==> src/rtl/fb_sram_arbiter_pkg.sv <==
// Shared definitions for the framebuffer SRAM arbiter: host FSM encodings,
// colour field offsets within a pixel word, and the colour-bar table.
package fb_sram_arbiter_pkg;

    typedef enum logic [1:0] {
        H_IDLE = 2'd0,
        H_RD   = 2'd1,
        H_DONE = 2'd2
    } host_state_e;

    localparam int RED_LSB = 6;
    localparam int GRN_LSB = 3;
    localparam int BLU_LSB = 0;

    // Bar k expands each index bit across one 3-bit colour field.
    function automatic logic [8:0] bar_colour(input logic [2:0] k);
        return {{3{k[2]}}, {3{k[1]}}, {3{k[0]}}};
    endfunction

endpackage

==> src/rtl/video_delay_line.sv <==
// Fixed-depth shift register that re-times the video sync/blank strobes so
// they stay aligned with pixel data leaving the SRAM read pipeline.
module video_delay_line
    import fb_sram_arbiter_pkg::*;
#(
    parameter int DEPTH = 2,
    parameter int WIDTH = 3
) (
    input  logic             clock,
    input  logic             reset_n,
    input  logic [WIDTH-1:0] d,
    output logic [WIDTH-1:0] q
);

    logic [WIDTH-1:0] stage_r [DEPTH];

    // Shift chain: stage 0 takes the input, later stages follow.
    always_ff @(posedge clock or negedge reset_n) begin
        if (!reset_n) begin
            for (int i = 0; i < DEPTH; i++) begin
                stage_r[i] <= {WIDTH{1'b0}};
            end
        end else begin
            stage_r[0] <= d;
            for (int i = 1; i < DEPTH; i++) begin
                stage_r[i] <= stage_r[i-1];
            end
        end
    end

    assign q = stage_r[DEPTH-1];

endmodule

==> src/rtl/fb_sram_arbiter.sv <==
// Shares one single-port framebuffer SRAM between display scan-out (owns it in
// active video) and a four-phase host port (served in blanking).
// Optional colour-bar generator under `TEST_PATTERN_EN.
module fb_sram_arbiter
    import fb_sram_arbiter_pkg::*;
#(
    parameter int H_ACTIVE = 640,
    parameter int V_ACTIVE = 480,
    parameter int ADDR_W   = 19,
    parameter int DATA_W   = 9
) (
    input  logic              clock,
    input  logic              reset_n,
    input  logic              hsync,
    input  logic              vsync,
    input  logic              blank,
`ifdef TEST_PATTERN_EN
    input  logic              pattern_sel,
`endif
    output logic              hsync_o,
    output logic              vsync_o,
    output logic              blank_o,
    output logic [2:0]        red,
    output logic [2:0]        green,
    output logic [2:0]        blue,
    input  logic              host_req,
    input  logic              host_we,
    input  logic [ADDR_W-1:0] host_addr,
    input  logic [DATA_W-1:0] host_wdata,
    output logic              host_ack,
    output logic [DATA_W-1:0] host_rdata,
    output logic              sram_en,
    output logic              sram_we,
    output logic [ADDR_W-1:0] sram_addr,
    output logic [DATA_W-1:0] sram_wdata,
    input  logic [DATA_W-1:0] sram_rdata
);

    localparam logic [ADDR_W-1:0] LAST_ADDR = ADDR_W'(H_ACTIVE * V_ACTIVE - 1);

    host_state_e       state_r;
    host_state_e       state_s;
    logic              host_issue_s;
    logic              disp_rd_s;
    logic              disp_rd_d1_r;
    logic              vsync_prev_r;
    logic [ADDR_W-1:0] fb_addr_r;
    logic [DATA_W-1:0] pixel_r;
    logic [DATA_W-1:0] fill_s;
    logic [DATA_W-1:0] host_rdata_r;
    logic              host_ack_r;

`ifdef TEST_PATTERN_EN
    localparam int BAR_W = H_ACTIVE / 8;
    localparam int COL_W = $clog2(BAR_W + 1);

    logic [COL_W-1:0]  col_r;
    logic [2:0]        bar_r;
    logic              blank_prev_r;
    logic [DATA_W-1:0] pattern_d1_r;

    assign disp_rd_s = ~blank & ~pattern_sel;
    assign fill_s    = pattern_d1_r;

    // Column/bar counters restart on every blank rise; bar colour is staged one cycle.
    always_ff @(posedge clock or negedge reset_n) begin
        if (!reset_n) begin
            col_r        <= {COL_W{1'b0}};
            bar_r        <= 3'd0;
            blank_prev_r <= 1'b0;
            pattern_d1_r <= {DATA_W{1'b0}};
        end else begin
            blank_prev_r <= blank;
            pattern_d1_r <= (pattern_sel & ~blank) ? bar_colour(bar_r) : {DATA_W{1'b0}};
            if (blank & ~blank_prev_r) begin
                col_r <= {COL_W{1'b0}};
                bar_r <= 3'd0;
            end else if (~blank && (col_r == COL_W'(BAR_W - 1))) begin
                col_r <= {COL_W{1'b0}};
                bar_r <= bar_r + 3'd1;
            end else if (~blank) begin
                col_r <= col_r + COL_W'(1'b1);
            end else begin
                col_r <= col_r;
            end
        end
    end
`else
    assign disp_rd_s = ~blank;
    assign fill_s    = {DATA_W{1'b0}};
`endif

    // Host FSM next state; a host op only issues in a slot the display does not claim.
    always_comb begin
        state_s      = state_r;
        host_issue_s = 1'b0;
        case (state_r)
            H_IDLE: begin
                if (!disp_rd_s && host_req) begin
                    host_issue_s = 1'b1;
                    state_s      = host_we ? H_DONE : H_RD;
                end else begin
                    state_s = H_IDLE;
                end
            end
            H_RD: begin
                state_s = H_DONE;
            end
            H_DONE: begin
                if (!host_req) begin
                    state_s = H_IDLE;
                end else begin
                    state_s = H_DONE;
                end
            end
            default: begin
                state_s = H_IDLE;
            end
        endcase
    end

    // SRAM strobes: display has priority, then a host issue, otherwise idle.
    always_comb begin
        sram_en    = 1'b0;
        sram_we    = 1'b0;
        sram_addr  = host_addr;
        sram_wdata = host_wdata;
        if (!reset_n) begin
            sram_en = 1'b0;
        end else if (disp_rd_s) begin
            sram_en   = 1'b1;
            sram_addr = fb_addr_r;
        end else if (host_issue_s) begin
            sram_en = 1'b1;
            sram_we = host_we;
        end else begin
            sram_en = 1'b0;
        end
    end

    // Host FSM state, acknowledge and read-data capture.
    always_ff @(posedge clock or negedge reset_n) begin
        if (!reset_n) begin
            state_r      <= H_IDLE;
            host_ack_r   <= 1'b0;
            host_rdata_r <= {DATA_W{1'b0}};
        end else begin
            state_r    <= state_s;
            host_ack_r <= (state_s == H_DONE);
            if (state_r == H_RD) begin
                host_rdata_r <= sram_rdata;
            end else begin
                host_rdata_r <= host_rdata_r;
            end
        end
    end

    // Scan-out address: vsync rise beats an increment landing in the same cycle.
    always_ff @(posedge clock or negedge reset_n) begin
        if (!reset_n) begin
            vsync_prev_r <= 1'b0;
            fb_addr_r    <= {ADDR_W{1'b0}};
        end else begin
            vsync_prev_r <= vsync;
            if (vsync && !vsync_prev_r) begin
                fb_addr_r <= {ADDR_W{1'b0}};
            end else if (disp_rd_s) begin
                fb_addr_r <= (fb_addr_r == LAST_ADDR) ? {ADDR_W{1'b0}}
                                                      : fb_addr_r + ADDR_W'(1'b1);
            end else begin
                fb_addr_r <= fb_addr_r;
            end
        end
    end

    // Pixel pipeline: read issued at t, data on the bus at t+1, registered at t+2.
    always_ff @(posedge clock or negedge reset_n) begin
        if (!reset_n) begin
            disp_rd_d1_r <= 1'b0;
            pixel_r      <= {DATA_W{1'b0}};
        end else begin
            disp_rd_d1_r <= disp_rd_s;
            pixel_r      <= disp_rd_d1_r ? sram_rdata : fill_s;
        end
    end

    video_delay_line #(
        .DEPTH (2),
        .WIDTH (3)
    ) u_sync_delay (
        .clock   (clock),
        .reset_n (reset_n),
        .d       ({hsync, vsync, blank}),
        .q       ({hsync_o, vsync_o, blank_o})
    );

    assign red        = pixel_r[RED_LSB +: 3];
    assign green      = pixel_r[GRN_LSB +: 3];
    assign blue       = pixel_r[BLU_LSB +: 3];
    assign host_ack   = host_ack_r;
    assign host_rdata = host_rdata_r;

endmodule

==> config.mk <==
export PLATFORM = sky130hd
export DESIGN_NAME = fb_sram_arbiter
export DESIGN_NICKNAME = d
export VERILOG_FILES = /design/src/rtl/fb_sram_arbiter_pkg.sv /design/src/rtl/video_delay_line.sv /design/src/rtl/fb_sram_arbiter.sv
export SDC_FILE = /design/constraint.sdc
export NUM_CORES = 1
export LEC_CHECK = 0
export CAP_MARGIN = 20
export CORE_ASPECT_RATIO = 2
export CORE_MARGIN = 3
export CORE_UTILIZATION = 45
export CTS_CLUSTER_SIZE = 10
export DETAILED_ROUTE_END_ITERATION = 16
export DONT_BUFFER_PORTS = 1
export GPL_ROUTABILITY_DRIVEN = 1
export PLACE_DENSITY = 0.64
export SLEW_MARGIN = 10
export SYNTH_ARGS = -nofsm -noshare
export SYNTH_HDL_FRONTEND = slang
export SYNTH_SLANG_ARGS = --single-unit
==> constraint.sdc <==
create_clock -name clock -period 1.8 [get_ports clock]
set_input_delay 0.27 -clock clock [delete_from_list [all_inputs] [get_ports clock]]
set_output_delay 0.27 -clock clock [all_outputs]
set_load 0.01 [all_outputs]
Word-level counts from Yosys, hierarchy flattened:

Index checks and enable logic that the tools add are counted.
W data, S select, Z words.

* add/sub/neg operators: 1
* eq/ne operators: 5
* multiplexer cells: 18
* bitwise logic cells: 1
* reductions and logical operators: 4

Operators by type and width (number)
* $mux W19: 5
* $add A19 B1 Y19 const B: 1
* $eq A19 B19 Y1 const B: 1
* $mux W9: 1
* $mux W1: 8
* $mux W2: 3
* $pmux W2 S3: 1
* $eq A2 B2 Y1 const B: 2
* $eq A2 B1 Y1 const B: 1
* $logic_and A1 B1 Y1: 2
* $logic_not A2 Y1: 1
* $ne A2 B1 Y1 const B: 1
* $logic_not A1 Y1: 1
* $not A1 Y1: 1

* flip-flop bits (word level): 48
* output and inout bits: 52
* word-level logic and storage cells: 38

Depth between registers and ports, before layout:

Gate-level depths: netlist of run 1.

* depth in word-level cells: 6
* mapped depth: 6

Cells and area by module:

From an unflattened synthesis of run 1, not the netlist that was laid out.

* cell total of the unflattened synthesis: 217
* area, all modules: 2373.5 um2

By module, submodules not included
* fb_sram_arbiter: instances 1, cells an instance 208, area each 2200.9 um2
* video_delay_line: instances 1, cells an instance 9, area each 172.7 um2

Least setup slack after synthesis of run 1:

Ideal clock, no wire load.

* kind: register to register
* from: reg fb_addr_r[17]
* to: reg fb_addr_r[18]
* library setup time: 0.129 ns
* data arrival time: 1.620 ns
* required time: 1.671 ns
* setup slack: 0.051 ns
* stages on the path, launching flop included: 6
* period minus slack after synthesis: 1.749 ns
* path through: dfrtp_1 or4b_1 nor3_2 nand2_2 a211oi_1 a211oi_1

* cells in the longest elaborated chain, start to end: 4
* elaborated cells between the ends (all ways): 5

RTL lines
* start, declared: RTL line fb_sram_arbiter.sv:47 `logic [ADDR_W-1:0] fb_addr_r;`
* start signal, assigned: RTL line fb_sram_arbiter.sv:162 `fb_addr_r <= {ADDR_W{1'b0}};`
* start signal, assigned: RTL line fb_sram_arbiter.sv:166 `fb_addr_r <= {ADDR_W{1'b0}};`
* start signal, assigned: RTL line fb_sram_arbiter.sv:168 `fb_addr_r <= (fb_addr_r == LAST_ADDR) ? {ADDR_W{1'b0}}`
* $add A19 B1 Y19 / $eq A19 B19 Y1 (equally long branches): RTL line fb_sram_arbiter.sv:169, fb_sram_arbiter.sv:168
* $mux W19 *: RTL line fb_sram_arbiter.sv:168
* $mux W19 *: RTL line fb_sram_arbiter.sv:167 `end else if (disp_rd_s) begin`
* $mux W19 *: RTL line fb_sram_arbiter.sv:165 `if (vsync && !vsync_prev_r) begin`

Every way passes the cells marked *; elsewhere a longest branch is shown, timed or not. The select of a mux whose other input is x is not followed.
A chain may end at the register's enable or synchronous reset.

Worst setup path after layout of run 1:

* from: reg fb_addr_r[9]
* to: reg fb_addr_r[15]

The elaborated chain is that of the path after synthesis.

==> out/qor.csv, run 1 <==
stage;metric;value;unit
critical_path;path_cells;nand4_4 -> nor4_4 -> nand3_1 -> or4_4 -> a21oi_2;
timing;rsz0062_at_grt;true;
floorplanning;die_x;57.2;µm
timing;drv_slew;0;
floorplanning;core-area;4950;µm²
layout;nFillCells;446;
timing;min_period_over_period;97.3;%
cts;cts_buffers;5;
yosys;synthTopCellsByCount;dfrtp_1 (47), mux2_2 (25), a21oi_1 (16), nand2_1 (16), nor2_1 (12);
layout;final_area;2770;µm²
timing;period_needed;1.75;ns
global_route;grt-ovfl-total;0;
route;drt_first_pass_iters;4;
yosys;syn_nets;258;
critical_path;rrSetupSlack;0.05;ns
timing;worst_pin_slew;0.511;ns
critical_path;r2r_start;fb_addr_r[9];
floorplanning;dieArea;6200;µm²
layout;layout.nets;284;
pwr;ir_drop;0.591;mV
yosys;synth.top_cells.by_area;dfrtp_1 (50%), mux2_2 (12%), a21oi_1 (3.4%);
critical_path;worst_setup_path_end_kind;flop;
pwr;power;2.27;mW
yosys;async_flop_share;100;%
timing;fmax;571;MHz
layout;drive_gt1_share;35.4;%
run_status;status;complete, no violations;
floorplanning;ios;96;
yosys;synth_top_area_share;49.8;%
route;drt_iter0_drc;41;
route;wl_per_cell;18.3;µm
critical_path;rr_endpoint;fb_addr_r[15];
global_route;grt_max_degree;48;
pwr;powerDensity;822;nW/µm²
min_path;holdCritPathClass;input port to flop;
route;routed_wl;5420;µm
floorplanning;start_util;47.7;%
yosys;syn_area;2360;µm²
job;cap_violations;0;
floorplanning;fp-row-count;36;
yosys;yosysTopAreaCell;dfrtp_1;
cts;clkTransAtPathRegs;0.09;ns
critical_path;r2r_cells;5;
route;drc;0;
placed_design;portBuffers;0;
cts;clock_path_buffers;2;
global_route;first_global_vias;1736;
cts;cts_tree;built;
global_route;track_usage;18.0;%
critical_path;critPathLaunchType;flop;
cts;clock_sinks;47;
critical_path;crit_path_top_delay_cell;dfrtp_1;
yosys;synth_edf_count;0;
placed_design;place_congestion;0.898;
critical_path;path_max_fanout;5;
timing;setup_viol;0;
route;ant_nets;0;
critical_path;critPathRequiredTime;2.03;ns
yosys;yosysMostFrequentCell;dfrtp_1;
yosys;synth-main-ff-cell;dfrtp_1;
yosys;synth_cells;213;
cts;htreeDepth;2;
floorplanning;dieHeight;108;µm
route;drt-vias-per-instance;5.82;
global_route;grt_pass1_wl;8550;µm
timing;skew;0.00320;ns
route;vias;1728;
timing;final_hold_viol_count;0;
layout;area_growth;17.2;%
yosys;ys_ff_latch;47;
yosys;syn_area_per_cell;11.1;µm²
placed_design;dp_hpwl;3870;µm
pwr;leakage;1.20;nW
layout;post-route-util;55.9;%
global_route;grt_antenna_before_repair;0;
yosys;seq_area_frac_synth;49.8;%
layout;diodes;0;
critical_path;cp-endpoint;fb_addr_r[15];
critical_path;crit_start;fb_addr_r[9];
yosys;ys_warn_count;0;
cts;clock_latency;0.30;ns
cts;cts_root_buffer;clkbuf_8;
yosys;synth_cell_type_count;41;
timing;max_slew_margin;66.0;%
critical_path;slowest_delay;0.45;ns
critical_path;critPathArrivalTime;1.98;ns
placed_design;dpl_cell_area;2520;µm²
critical_path;critPathKind;flop to flop;
[how the worst min path moves through the flow]
stage	startpoint	to	depth (start not counted)
after CTS	host_we	state_r[0]	1
final	host_we	state_r[0]	1
after global placement	reset_n	u_sync_delay.q[2]	0
after floorplan	reset_n	disp_rd_d1_r	0
after global routing	host_we	state_r[0]	1
after detailed placement	reset_n	u_sync_delay.stage_r[5]	0
[sequential cells by signal (all words and copies together) (netlist names)]
register / flops
u_sync_delay.stage_r: 3
u_sync_delay.q: 3
host_ack: 1
disp_rd_d1_r: 1
state_r: 2
pixel_r: 9
fb_addr_r: 19
host_rdata: 9
[metrics by stage]
stage	TNS (ns)	std cells	hold WS (ns)	setup WS (ns)
2_1_floorplan	0	213	-0.0256	0.0506
3_3_place_gp	0	281	-0.0246	0.0551
3_5_place_dp	0	281	-0.0244	0.0282
4_1_cts	0	295	0.0204	0.0171
5_1_grt	-0.205	297	0.0133	-0.0564
6_report	0	297	0.0250	0.0482
[cell type report]
class	instances	area (µm²)	area share, %
clock buffers	6	82.6	2.98
clock inverters	2	16.3	0.588
inverters	4	15.0	0.542
multi-input cells	145	1090	39.3
flip-flops and latches	47	1180	42.6
well taps	57	71.3	2.58
repair buffers	36	317	11.4
[cell families after synthesis]
logic type / after synthesis / synth area share, %
mux: 26 / 12.3
xor+xnor: 6 / 2.23
simple gates: 75 / 19.8
compound gates: 37 / 8.90
fa+ha+maj: 1 / 0.530
flops: 47 / 49.8
buf+inv: 21 / 6.36
[critical path, delay by kind of cell, from the launching register on]
kind               cells  cell delay (ns)
AOI/OAI and AO/OA      1             0.14
DFF                    1             0.45
and+or+nand+nor        4             1.10
[cells in the final DEF, fill, tap and decap left out, types with 6 or more instances in the layout]
cell / instances
dfrtp_1: 45
buf_4: 29
mux2_2: 25
nand2_1: 15
a21oi_1: 14
nor2_1: 12
and2_1: 9
o21ai_0: 8
nand3_1: 7
clkbuf_8: 6
[per-layer routing]
| layer | share of wire, % | up-vias | wire (µm) | track usage, % |
|---|---|---|---|---|
| met5 | 0 | - | 0 | 0 |
| met4 | 3.3 | 0 | 177 | 8.62 |
| met3 | 6.5 | 10 | 351 | 3.23 |
| met2 | 57 | 62 | 3110 | 34.5 |
| met1 | 33 | 860 | 1790 | 18.0 |
| li1 | - | 796 | - | - |
[repair_timing]
item                       CTS  global route
setup endpoints to repair    2             8
pin swaps                    1             5
resized for setup            0            18
hold buffers                 5             0
hold endpoints to repair    50             0
buffers inserted             1             2
[where the power goes]
| part | total [mW] | internal, mW | switching, mW |
|---|---|---|---|
| clock | 0.671 | 0.314 | 0.357 |
| combinational | 0.310 | 0.169 | 0.141 |
| sequential | 1.29 | 1.17 | 0.126 |
No activity file was read; power rests on OpenSTA's default activity.
==> run 2: changes to the inputs <==
==> constraint.sdc (replaced) <==
create_clock -name clock -period 1.8 [get_ports clock]
set_input_delay 0.45 -clock clock [delete_from_list [all_inputs] [get_ports clock]]
set_output_delay 0.45 -clock clock [all_outputs]
set_load 0.01 [all_outputs]
==> out/qor.csv, run 2 (synthesis gave the netlist of run 1 again) <==
stage;metric;value;unit
floorplanning;fp-row-count;36;
layout;largest_register_ffs;19;
placed_design;dp_hpwl;3900;µm
floorplanning;dieArea;6200;µm²
timing;min_period_over_period;99.3;%
critical_path;critPathLaunchType;flop;
pwr;p_int;1.74;mW
pwr;ir_drop;0.724;mV
global_route;grt_antenna_before_repair;0;
timing;fmax;559;MHz
pwr;p_sw;639;µW
route;vias;1684;
cts;htreeDepth;2;
global_route;grt_max_degree;48;
layout;nFillCells;444;
route;routed_wl;5420;µm
pwr;pwr-share-clk;33.1;%
global_route;grt-ovfl-total;0;
route;drt_iter0_drc;49;
layout;drive_gt1_share;35.7;%
pwr;p_sw_share;26.9;%
layout;layout.nets;279;
timing;finalWorstSetupSlack;0.0118;ns
global_route;track_usage;18.3;%
timing;setup_viol;0;
timing;drv_slew;0;
cts;cts_tree;built;
timing;worst_pin_slew;0.535;ns
critical_path;worst_setup_path_end_kind;flop;
timing;skew;0.00249;ns
floorplanning;start_util;47.7;%
timing;max_slew_margin;64.3;%
cts;clock_path_buffers;2;
critical_path;critPathKind;flop to flop;
timing;rsz0062_at_grt;true;
run_status;status;complete, no violations;
route;drc;0;
timing;final_hold_viol_count;0;
floorplanning;dieHeight;108;µm
route;drt_first_pass_iters;4;
global_route;grt_pass1_wl;8600;µm
timing;tns;0;ns
layout;diodes;0;
placed_design;dpl_cell_area;2510;µm²
layout;top_register;fb_addr_r;
pwr;powerDensity;873;nW/µm²
route;drt-vias-per-instance;5.77;
floorplanning;die_x;57.2;µm
route;ant_nets;0;
cts;cts_root_buffer;clkbuf_8;
cts;clock_latency;0.30;ns
placed_design;portBuffers;0;
cts;clock_sinks;47;
placed_design;place_ws;0.0175;ns
layout;layout_common_cells;dfrtp_1 (43), buf_4 (28), mux2_2 (25), nand2_1 (15), a21oi_1 (14);
route;wl_per_cell;18.6;µm
timing;period_needed;1.79;ns
min_path;holdCritPathClass;input port to flop;
floorplanning;ios;96;
pwr;seqPwrFrac;54.6;%
placed_design;dp_cells;280;
layout;final_area;2730;µm²
global_route;first_global_vias;1821;
pwr;leakage;1.19;nW
cts;clkTransAtPathRegs;0.09;ns
layout;layout_commonest_cell;dfrtp_1;
critical_path;critPathRequiredTime;1.99;ns
cts;cts_buffers;5;
floorplanning;core-area;4950;µm²
job;cap_violations;0;
placed_design;place_congestion;0.845;
pwr;combPwrFrac;12.3;%
critical_path;path_max_fanout;7;
layout;layout.cells.non_filler;292;
timing;holdWs;0.167;ns
critical_path;critPathArrivalTime;1.98;ns
layout;area_growth;15.6;%
run 2: area by class of cell:
| class | instances | area (µm²) | area share [%] |
|---|---|---|---|
| multi-input cells | 145 | 1080 | 39.6 |
| well taps | 57 | 71.3 | 2.61 |
| repair buffers | 31 | 268 | 9.81 |
| clock inverters | 3 | 43.8 | 1.60 |
| flip-flops and latches | 47 | 1180 | 43.3 |
| inverters | 4 | 15.0 | 0.550 |
| clock buffers | 5 | 68.8 | 2.52 |
run 2: final timing paths:
path,from,end,slack (ns),cells after the start
worst max-delay path,fb_addr_r[17],fb_addr_r[17],0.01,6
min in group asynchronous,reset_n,u_sync_delay.stage_r[5],0.65,2
worst max register to register,fb_addr_r[17],fb_addr_r[17],0.01,6
max in group asynchronous,reset_n,fb_addr_r[5],0.92,2
worst min-delay path,hsync,u_sync_delay.stage_r[5],0.17,0
worst min register to register,u_sync_delay.stage_r[5],u_sync_delay.q[2],0.36,0
run 2: critical path: stages, from the launching register on:
cell and delay [ns]:
dfrtp_1 0.39, or4b_1 0.53, nor3_2 0.16, buf_4 0.19, a22oi_1 0.09, o21ai_0 0.22
a21oi_2 0.08
run 2: layer usage:
metal  track usage [%]  vias up  routed length [µm]
li1                  -      787                   -
met1              17.7      810                1820
met3              4.30       14                 343
met5                 0        -                   0
met2              34.0       73                3070
met4              10.8        0                 188
run 2: timing repair:
action                                  4_1_cts  5_1_grt
endpoints found under the setup margin        0        8
buffers inserted                              0        2
hold buffers                                  2        0
resized for setup                             0       18
hold endpoints to repair                     47        0
run 2: power by group through the flow:
stage | sequential [mW] | clock, mW | combinational, mW
after detailed placement | 1.32 | 0 | 0.257
after CTS | 1.30 | 0.805 | 0.288
final | 1.30 | 0.789 | 0.292
after global routing | 1.32 | 0.849 | 0.324
after global placement | 1.32 | 0 | 0.253
after floorplan | 1.30 | 0 | 0.221
run 2: stage by stage:
step                      util, %  total power [mW]
after floorplan                 -              1.52
after global placement       50.7              1.57
after detailed placement     50.7              1.58
after CTS                    53.7              2.39
after global routing         55.1              2.49
final                        55.1              2.38
